## src/rtl/loader_pkg.sv

```systemverilog
// Shared types and constants for the program loader.
// State encoding, byte-per-word geometry and RAM write-enable patterns.
package loader_pkg;

  typedef enum logic [2:0] {
    S_IDLE,
    S_RECV,
    S_WRITE,
    S_CHK,
    S_DONE
  } state_t;

  localparam int         BYTES_PER_WORD = 4;
  localparam logic [3:0] WEA_ALL        = 4'hF;
  localparam logic [3:0] WEA_NONE       = 4'h0;

endpackage

```

## src/rtl/prog_loader_byte_packer.sv

```systemverilog
// Little-endian byte-to-word packer for the program loader.
// Bytes shift in from the top so the first byte lands in [7:0].
module byte_packer
  import loader_pkg::*;
(
  input  logic        clk,
  input  logic        rst_n,
  input  logic        clear,
  input  logic        push,
  input  logic [7:0]  data,
  output logic [31:0] word_next,
  output logic        word_full
);

  logic [1:0]  idx;
  logic [31:0] word;

  assign word_next = {data, word[31:8]};
  assign word_full = push && (idx == 2'(BYTES_PER_WORD - 1));

  always_ff @(posedge clk or negedge rst_n) begin
    if (!rst_n) begin
      idx  <= '0;
      word <= '0;
    end else if (clear) begin
      idx  <= '0;
      word <= '0;
    end else if (push) begin
      idx  <= idx + 2'd1;
      word <= word_next;
    end
  end

endmodule

```

## src/rtl/prog_loader.sv

```systemverilog
// Program loader: streams bytes into the instruction/data RAM write port.
// Optional checksum byte check enabled by PROG_LOADER_CHECKSUM_EN.
module prog_loader
  import loader_pkg::*;
#(
  parameter int                ADDR_W    = 32,
  parameter int                LEN_W     = 16,
  parameter logic [ADDR_W-1:0] BASE_ADDR = '0
) (
  input  logic              clk,
  input  logic              rst_n,
  input  logic              start_i,
  input  logic [LEN_W-1:0]  len_i,
  input  logic [7:0]        byte_i,
  input  logic              byte_valid_i,
  output logic              byte_ready_o,
  output logic [3:0]        mem_wea_o,
  output logic [ADDR_W-1:0] mem_addr_o,
  output logic [31:0]       mem_din_o,
  output logic              cpu_hold_o,
  output logic              busy_o,
  output logic              done_o,
  output logic              err_o
);

`ifdef PROG_LOADER_CHECKSUM_EN
  localparam state_t S_END = S_CHK;
`else
  localparam state_t S_END = S_DONE;
`endif

  state_t             state;
  state_t             next;
  logic [LEN_W-1:0]   len_q;
  logic [LEN_W-1:0]   wcnt;
  logic [LEN_W:0]     wcnt_inc;
  logic               acc;
  logic               push;
  logic               go;
  logic               word_full;
  logic [31:0]        word_next;

  assign acc      = byte_valid_i && byte_ready_o;
  assign push     = acc && (state == S_RECV);
  assign go       = (state == S_IDLE) && start_i;
  // One extra bit so len = 2^LEN_W-1 compares without wrap.
  assign wcnt_inc = {1'b0, wcnt} + (LEN_W+1)'(1);

  byte_packer u_packer (
    .clk       (clk),
    .rst_n     (rst_n),
    .clear     (go),
    .push      (push),
    .data      (byte_i),
    .word_next (word_next),
    .word_full (word_full)
  );

  always_ff @(posedge clk or negedge rst_n) begin
    if (!rst_n) state <= S_IDLE;
    else        state <= next;
  end

  always_comb begin
    next = state;
    case (state)
      S_IDLE: begin
        if (start_i) next = (len_i != '0) ? S_RECV : S_END;
      end
      S_RECV: begin
        if (word_full) next = S_WRITE;
      end
      S_WRITE: begin
        next = (wcnt_inc == {1'b0, len_q}) ? S_END : S_RECV;
      end
      S_CHK: begin
        if (acc) next = S_DONE;
      end
      S_DONE:  next = S_IDLE;
      default: next = S_IDLE;
    endcase
  end

  // Outputs are registered from the next state so they align with it.
  always_ff @(posedge clk or negedge rst_n) begin
    if (!rst_n) begin
      byte_ready_o <= 1'b0;
      mem_wea_o    <= WEA_NONE;
      busy_o       <= 1'b0;
      done_o       <= 1'b0;
    end else begin
      byte_ready_o <= (next == S_RECV) || (next == S_CHK);
      mem_wea_o    <= (next == S_WRITE) ? WEA_ALL : WEA_NONE;
      busy_o       <= (next != S_IDLE);
      done_o       <= (next == S_DONE);
    end
  end

  assign cpu_hold_o = busy_o;

  always_ff @(posedge clk or negedge rst_n) begin
    if (!rst_n) begin
      len_q      <= '0;
      wcnt       <= '0;
      mem_addr_o <= BASE_ADDR;
      mem_din_o  <= '0;
    end else begin
      if (go) begin
        len_q      <= len_i;
        wcnt       <= '0;
        mem_addr_o <= BASE_ADDR;
      end
      if (word_full) mem_din_o <= word_next;
      if (state == S_WRITE) begin
        mem_addr_o <= mem_addr_o + ADDR_W'(1);
        wcnt       <= wcnt + LEN_W'(1);
      end
    end
  end

`ifdef PROG_LOADER_CHECKSUM_EN
  logic [7:0] csum;
  logic       err_q;

  always_ff @(posedge clk or negedge rst_n) begin
    if (!rst_n) begin
      csum  <= '0;
      err_q <= 1'b0;
    end else begin
      if (go) begin
        csum  <= '0;
        err_q <= 1'b0;
      end
      if (push) csum <= csum ^ byte_i;
      if (acc && (state == S_CHK) && (byte_i != csum)) err_q <= 1'b1;
    end
  end

  assign err_o = err_q;
`else
  assign err_o = 1'b0;
`endif

endmodule

```

## config.mk

```make
export PLATFORM = sky130hd
export DESIGN_NAME = prog_loader
export DESIGN_NICKNAME = d
export VERILOG_FILES = /design/src/rtl/loader_pkg.sv /design/src/rtl/prog_loader_byte_packer.sv /design/src/rtl/prog_loader.sv
export SDC_FILE = /design/constraint.sdc
export NUM_CORES = 1
export LEC_CHECK = 0
export ABC_AREA = 1
export BUFFER_PORTS_ARGS = -buffer_cell sky130_fd_sc_hd__buf_2
export CORE_MARGIN = 4
export CORE_UTILIZATION = 55
export DETAILED_ROUTE_END_ITERATION = 8
export PLACE_DENSITY = 0.84
export REMOVE_ABC_BUFFERS = 1
export SETUP_SLACK_MARGIN = 0.5
export SYNTH_ARGS = -nofsm -noshare
export SYNTH_HDL_FRONTEND = slang
export SYNTH_SLANG_ARGS = --single-unit
```

## constraint.sdc

```tcl
create_clock -name clk -period 2.55 [get_ports clk]
set_input_delay 0.255 -clock clk [delete_from_list [all_inputs] [get_ports clk]]
set_output_delay 0.255 -clock clk [all_outputs]
set_load 0.02 [all_outputs]
```

==> results.txt, run 1 <==
Status -> complete, no violations
GRT Total Usage -> 0.253
Number of global-route vias before repair -> 5618
Layout area overhead -> 28.0%
Finished Cell Area -> 0.00788 mm2
Slew Limit Headroom -> 0.573
RSZ-0062 raised after global routing -> yes
Routed length per instance -> 15.6 um
Site Rows -> 38
GR Layer Usage met1 -> 0.323
Sequential fraction of the synthesis area -> 0.525
Avg Vias per Cell -> 5.47
Asr flop ratio synth -> 1.00
Routed WL -> 16300 um
DP HPWL -> 10300 um
Max-cap check violation count -> 0
First-pass GRT wire length -> 26400 um
CTS H-tree depth -> 4
Die Y -> 114 um
HP Class -> in -> reg
Starting DRT DRC Count -> 529
Worst Path Class, Setup -> reg -> reg
Post-synth EDFFs -> 0
Post-Synthesis Cells -> 749
Gr ovfl total -> 0
Drt first pass iters -> 6
Maximum clock frequency -> 471 MHz
Leakage -> 3.88 nW
Chip width -> 114 um
GR peak layer -> met2
DRT antenna net count -> 0
# DRC -> 0
Arr. time, crit path -> 2520 ps
Worst clock skew -> 6.81 ps
Clock Path Buffers -> 2
Ant diodes -> 0
Crit path max fanout -> 7
Synth Cell Area -> 0.00615 mm2
Fin crit share -> 0.833
Setup TNS -> 0 ps
Synth warnings -> 0
Grt met2 use -> 0.411
Port Buf Inserts -> 99
Yosys top cell area share -> 0.525
Worst hold start -> byte_i[0]
Crit path top cell by count -> nand2_1
Endpoint type of the worst setup path -> flop
Clk slew on worst S/H paths -> 60 ps
Initial core utilization -> 0.565
Routability cong. -> 0.927
Root Buffer -> clkbuf_8
Placed cell areas -> 0.00679 mm2
Synthesized flop and latch total -> 129
CP Launch Type -> flop
Vias -> 5714
Hold Vio Cnt, Final -> 0
CTS tree -> done
Share of layout cells above drive strength 1 -> 0.228
Final setup viols -> 0
Library cells used by synthesis -> 37
Pin slew with the least headroom to its limit -> 635 ps
Critical Path Max Stage Delay -> 380 ps
Crit. Startpoint -> wcnt[1]
Die area -> 0.0129 mm2
Max VDD drop -> 0.774 mV
Syn Area/Cell -> 8.21 um2
GR met3 Demand/Resource -> 0.0668
Nets -> 922
Total CTS buffers -> 17
Core ar. -> 0.0109 mm2
Most used DFF post-synth -> dfrtp_1
Top cells by count, synth -> nand2_1, dfrtp_1, inv_1
Slew Limit Fails -> 0
Pwr/cell area -> 958 mW/mm2
Largest net degree at the start of global routing -> 65
Max stage delay cell, worst path -> dfrtp_1
CP cell instances -> ha_2, nand2_2, nor2_4, buf_6, nand4_1, nand2_1, nand2_1, nand2_1, nor2_2, nand3_1, nor2_2, a21oi_1, nand3_1
Clk sinks -> 129
Area leader, netlist -> dfrtp_1
Crit path time final -> 2120 ps
Top cells by area, synth -> dfrtp_1, nand2_1, inv_1
Top-count cell post-synth -> nand2_1
Worst r2r src -> wcnt[1]
Fin cells -> 1044
Critical Path RT -> 2950 ps
Initial antenna violation count -> 0
# IOs -> 101
Inst Count DP -> 971
Clock Latency Late Sink -> 530 ps
==> path summary, 6_finish.rpt <==
kind | endpoint | slack (ps) | cells past startpoint
min in group asynchronous | mem_addr_o[11] | 220 | 2
min reg2reg | u_packer.idx[0] | 470 | 1
min | u_packer.word[24] | 7 | 3
max in group asynchronous | u_packer.word[28] | 1400 | 3
max reg2reg | busy_o | 430 | 13
max | busy_o | 430 | 13
==> layer usage <==
layer  routed length (um)  vias up
li1                     -     2734
met1                 6670     2705
met2                 8090      229
met3                 1200       46
met4                  376        0
met5                    0        -
==> repair_timing <==
item | CTS | global route
pin swaps | 8 | 14
gates cloned | 0 | 2
hold endpoints to repair | 53 | 0
setup buffers | 5 | 13
resized for setup | 14 | 21
endpoints found under the setup margin | 7 | 39
hold buffers | 21 | 0
==> kinds of logic after synthesis <==
family | after synthesis | synth area share
compound gates | 124 | 0.110
xor+xnor | 7 | 0.00997
fa+ha+maj | 3 | 0.00610
buf+inv | 132 | 0.0840
flops | 129 | 0.525
mux | 6 | 0.00976
other cells | 1 | 0.000610
simple gates | 347 | 0.254
==> through the flow <==
stage               hold slack [ps]   util  total power [mW]  setup WS (ps)
floorplan                     -40.6      -              4.25           12.4
global placement                229  0.624              4.94            440
detailed placement              231  0.624              5.00            391
CTS                            1.99  0.704              7.44            489
global route                   11.3  0.723              8.00            280
finish                         6.83  0.723              7.54            426
==> critical path: cells and delay by family, from the launching register on <==
family	cells	cell delay (ps)
fa+ha+maj	1	220
buf+inv	1	140
flops	1	380
compound gates	1	280
simple gates	10	980
==> placed cells by master (no fill, tap or decap), drive strengths merged <==
| cell type | count |
|---|---|
| or2 | 3 |
| a22oi | 1 |
| xor2 | 5 |
| nor2 | 53 |
| conb | 1 |
| dfrtp | 129 |
| xnor2 | 2 |
| inv | 105 |
| nor3 | 18 |
| nand2 | 189 |
| o22ai | 34 |
| bufinv | 2 |
| mux2i | 6 |
| o21ai | 65 |
| clkinvlp | 7 |
| dlygate4sd3 | 21 |
| buf | 127 |
| nand4 | 18 |
| a22o | 1 |
| o211ai | 1 |
| a21oi | 20 |
| and2 | 1 |
| nand3b | 6 |
| clkinv | 7 |
| nand3 | 53 |
| a31o | 1 |
| ha | 3 |
| clkbuf | 18 |
| o32ai | 1 |
| nor4 | 6 |
==> state kept, by name, summed over array words and instances (netlist names) <==
register and flops:
u_packer.idx 2, u_packer.word 24, len_q 16, mem_wea_o 1
done_o 1, busy_o 1, mem_addr_o 32, state 3
wcnt 16, byte_ready_o 1, mem_din_o 32
==> area by class of cell <==
| class | instances | area, um2 |
|---|---|---|
| multi-input cells | 488 | 2520 |
| well taps | 140 | 175 |
| inverters | 105 | 402 |
| repair inverters | 2 | 12.5 |
| fillers | 798 | 3010 |
| clock inverters | 14 | 154 |
| clock buffers | 18 | 428 |
| flip-flops and latches | 129 | 3230 |
| repair buffers | 148 | 947 |
==> report_power, final <==
group | switching (mW) | total, mW | internal [mW]
registers | 0.317 | 2.95 | 2.63
clock network | 0.939 | 2.37 | 1.43
logic | 1.45 | 2.22 | 0.771
total | 2.71 | 7.54 | 4.83
No activity file was read; power rests on OpenSTA's default activity.
==> run 2, diff against run 1 <==
clock period = 2.2 ns   (was 2.55 ns; I/O delays follow)
==> results.txt, run 2 (same netlist as run 1, synthesis figures left out) <==
Status -> complete, but fails checks
Failing checks -> DRC
Most frequent cells in the layout -> nand2_1, dfrtp_1, buf_2
Int Power -> 5.96 mW (+23%)
Most common cell after layout, fill and taps aside -> nand2_1
Clk slew on worst S/H paths -> 70 ps (about the same)
Inst Count DP -> 978 (+0.72%)
Filler Cell Count -> 604 (-24%)
Initial antenna violation count -> 0 (unchanged)
P_sw -> 3.43 mW (+26%)
Max VDD drop -> 0.966 mV (+25%)
RSZ-0062 raised after global routing -> yes
HP Class -> in -> reg
Fin crit share -> 0.978 (+0.145)
# IOs -> 101 (unchanged)
Worst r2r src -> wcnt[6]
Nets -> 971 (+5.3%)
Initial core utilization -> 0.565 (unchanged)
Sw Ratio -> 0.365 (+0.00579)
Ant diodes -> 0 (unchanged)
Biggest regs -> mem_addr_o (32), mem_din_o (32), u_packer.word (24)
Placed cell areas -> 0.00685 mm2 (+0.96%)
Comb power frac -> 0.312 (+0.017)
# DRC -> 9 (+9)
Clock power frac -> 0.321 (+0.007)
Worst hold slack -> 99.8 ps (+93.0 ps)
Layout area overhead -> 41.7%
Final setup viols -> 0 (unchanged)
Max-cap check violation count -> 0 (unchanged)
Pin slew with the least headroom to its limit -> 614 ps (-21.5 ps)
Fin cells -> 1093 (+4.7%)
Vias -> 6580 (+15%)
Total CTS buffers -> 17 (unchanged)
DRT antenna net count -> 0 (unchanged)
Worst hold start -> byte_valid_i
Gr ovfl total -> 0 (unchanged)
Drt first pass iters -> 9 (+3)
First-pass GRT wire length -> 28500 um (+8.0%)
GRT Total Usage -> 0.276 (+0.0232)
Pwr/cell area -> 1080 mW/mm2 (+12%)
Leakage -> 4.32 nW (+11%)
Routed length per instance -> 19.0 um (+21%)
Crit path time final -> 2150 ps (+28.0 ps)
Maximum clock frequency -> 465 MHz (-1.3%)
Fin util -> 0.801 (+0.0772)
Core ar. -> 0.0109 mm2 (unchanged)
CTS H-tree depth -> 4 (unchanged)
Chip width -> 114 um (unchanged)
Routed WL -> 20700 um (+27%)
Clock Latency Late Sink -> 540 ps (about the same)
Crit path max fanout -> 6 (-1)
Largest net degree at the start of global routing -> 65 (unchanged)
Clk sinks -> 129 (unchanged)
Port Buf Inserts -> 99 (unchanged)
DP HPWL -> 10400 um (+0.85%)
Site Rows -> 38 (unchanged)
Hold Vio Cnt, Final -> 0 (unchanged)
Slew Limit Headroom -> 0.591 (+0.0182)
Die area -> 0.0129 mm2 (unchanged)
CP Launch Type -> flop
CTS tree -> done
Avg Vias per Cell -> 6.02 (+10%)
Clock Path Buffers -> 2 (unchanged)
Starting DRT DRC Count -> 766 (+45%)
Arr. time, crit path -> 2560 ps (+40 ps)
Worst clock skew -> 13.0 ps (+6.16 ps)
Root Buffer -> clkbuf_8
Number of global-route vias before repair -> 6074 (+8.1%)
Endpoint type of the worst setup path -> flop
Finished Cell Area -> 0.00872 mm2 (+11%)
Die Y -> 114 um (unchanged)
Worst Path Class, Setup -> reg -> reg
Routability cong. -> 0.930 (+0.29%)
Sequential Power Share -> 0.367 (-0.024)
Crit. Startpoint -> wcnt[6]
Critical Path RT -> 2610 ps (-340 ps)
Share of layout cells above drive strength 1 -> 0.329 (+0.102)
Slew Limit Fails -> 0 (unchanged)
[run 2: cell types whose count changed in the layout (fill, tap and decap cells not counted), sizes merged]
cell | previous run | this run
inv | 105 | 108
buf | 127 | 170
dlygate4sd3 | 21 | 25
clkinv | 7 | 4
clkinvlp | 7 | 4
clkbuf | 18 | 20
nor2 | 53 | 54
bufinv | 2 | 4
[run 2: what timing repair did]
| item | CTS | global route |
|---|---|---|
| setup buffers | 28 | 26 |
| gates cloned | 1 | 3 |
| resized for setup | 52 | 100 |
| hold buffers | 25 | 0 |
| pin swaps | 23 | 45 |
| hold endpoints to repair | 73 | 0 |
| setup endpoints to repair | 38 | 101 |
[run 2: path summary, 6_finish.rpt]
path | to | slack (ps) | cells after the start
worst max-delay path | busy_o | 50 | 12
min in group asynchronous | mem_addr_o[12] | 240 | 2
worst min register to register | mem_din_o[0] | 480 | 2
worst max register to register | busy_o | 50 | 12
max in group asynchronous | wcnt[0] | 1300 | 3
worst min-delay path | u_packer.idx[1] | 100 | 5
[run 2: area by class of cell]
type | count | area (um2) | share of cell area
Sequential cell | 129 | 3240 | 0.371
Multi-Input combinational cell | 489 | 2820 | 0.323
Timing Repair Buffer | 197 | 1460 | 0.167
Clock buffer | 18 | 418 | 0.0479
Inverter | 105 | 402 | 0.0461
Clock inverter | 14 | 201 | 0.0231
Tap cell | 140 | 175 | 0.0201
Timing Repair inverter | 1 | 7.51 | 0.000861
[run 2: power groups by stage]
stage               sequential (mW)  combinational, mW  clock (mW)
floorplan                      3.75               1.17           0
global placement               3.42               2.34           0
detailed placement             3.43               2.42           0
CTS                            3.42               2.57        3.01
global route                   3.51               3.20        3.14
finish                         3.44               2.93        3.01
[run 2: per-stage QoR]
step	setup WS, ps	power (mW)	setup TNS (ps)
global placement	228	5.76	0
global route	-66.1	9.85	-127
finish	47.7	9.39	0
CTS	223	9.00	0
floorplan	-338	4.92	-7250
detailed placement	126	5.85	0
[run 2: layer usage]
layer	vias to the layer above	GRT usage	routed length, um
met4	0	0.119	1380
met1	3059	0.346	7540
li1	2839	-	-
met2	526	0.450	9670
met5	-	0	0
met3	156	0.0764	2140
[run 2: worst max-delay path, cell delays in order, from the launching register on]
cell and delay, ps:
dfrtp_1 450, nand2_1 180, nor2_4 230, nand2_1 120, nand2_1 110, and2_1 170, nor2_1 70, nor2_2 140
nand3_2 110, nor2_4 150, nor2_2 60, nor2_2 150, nand3_1 90
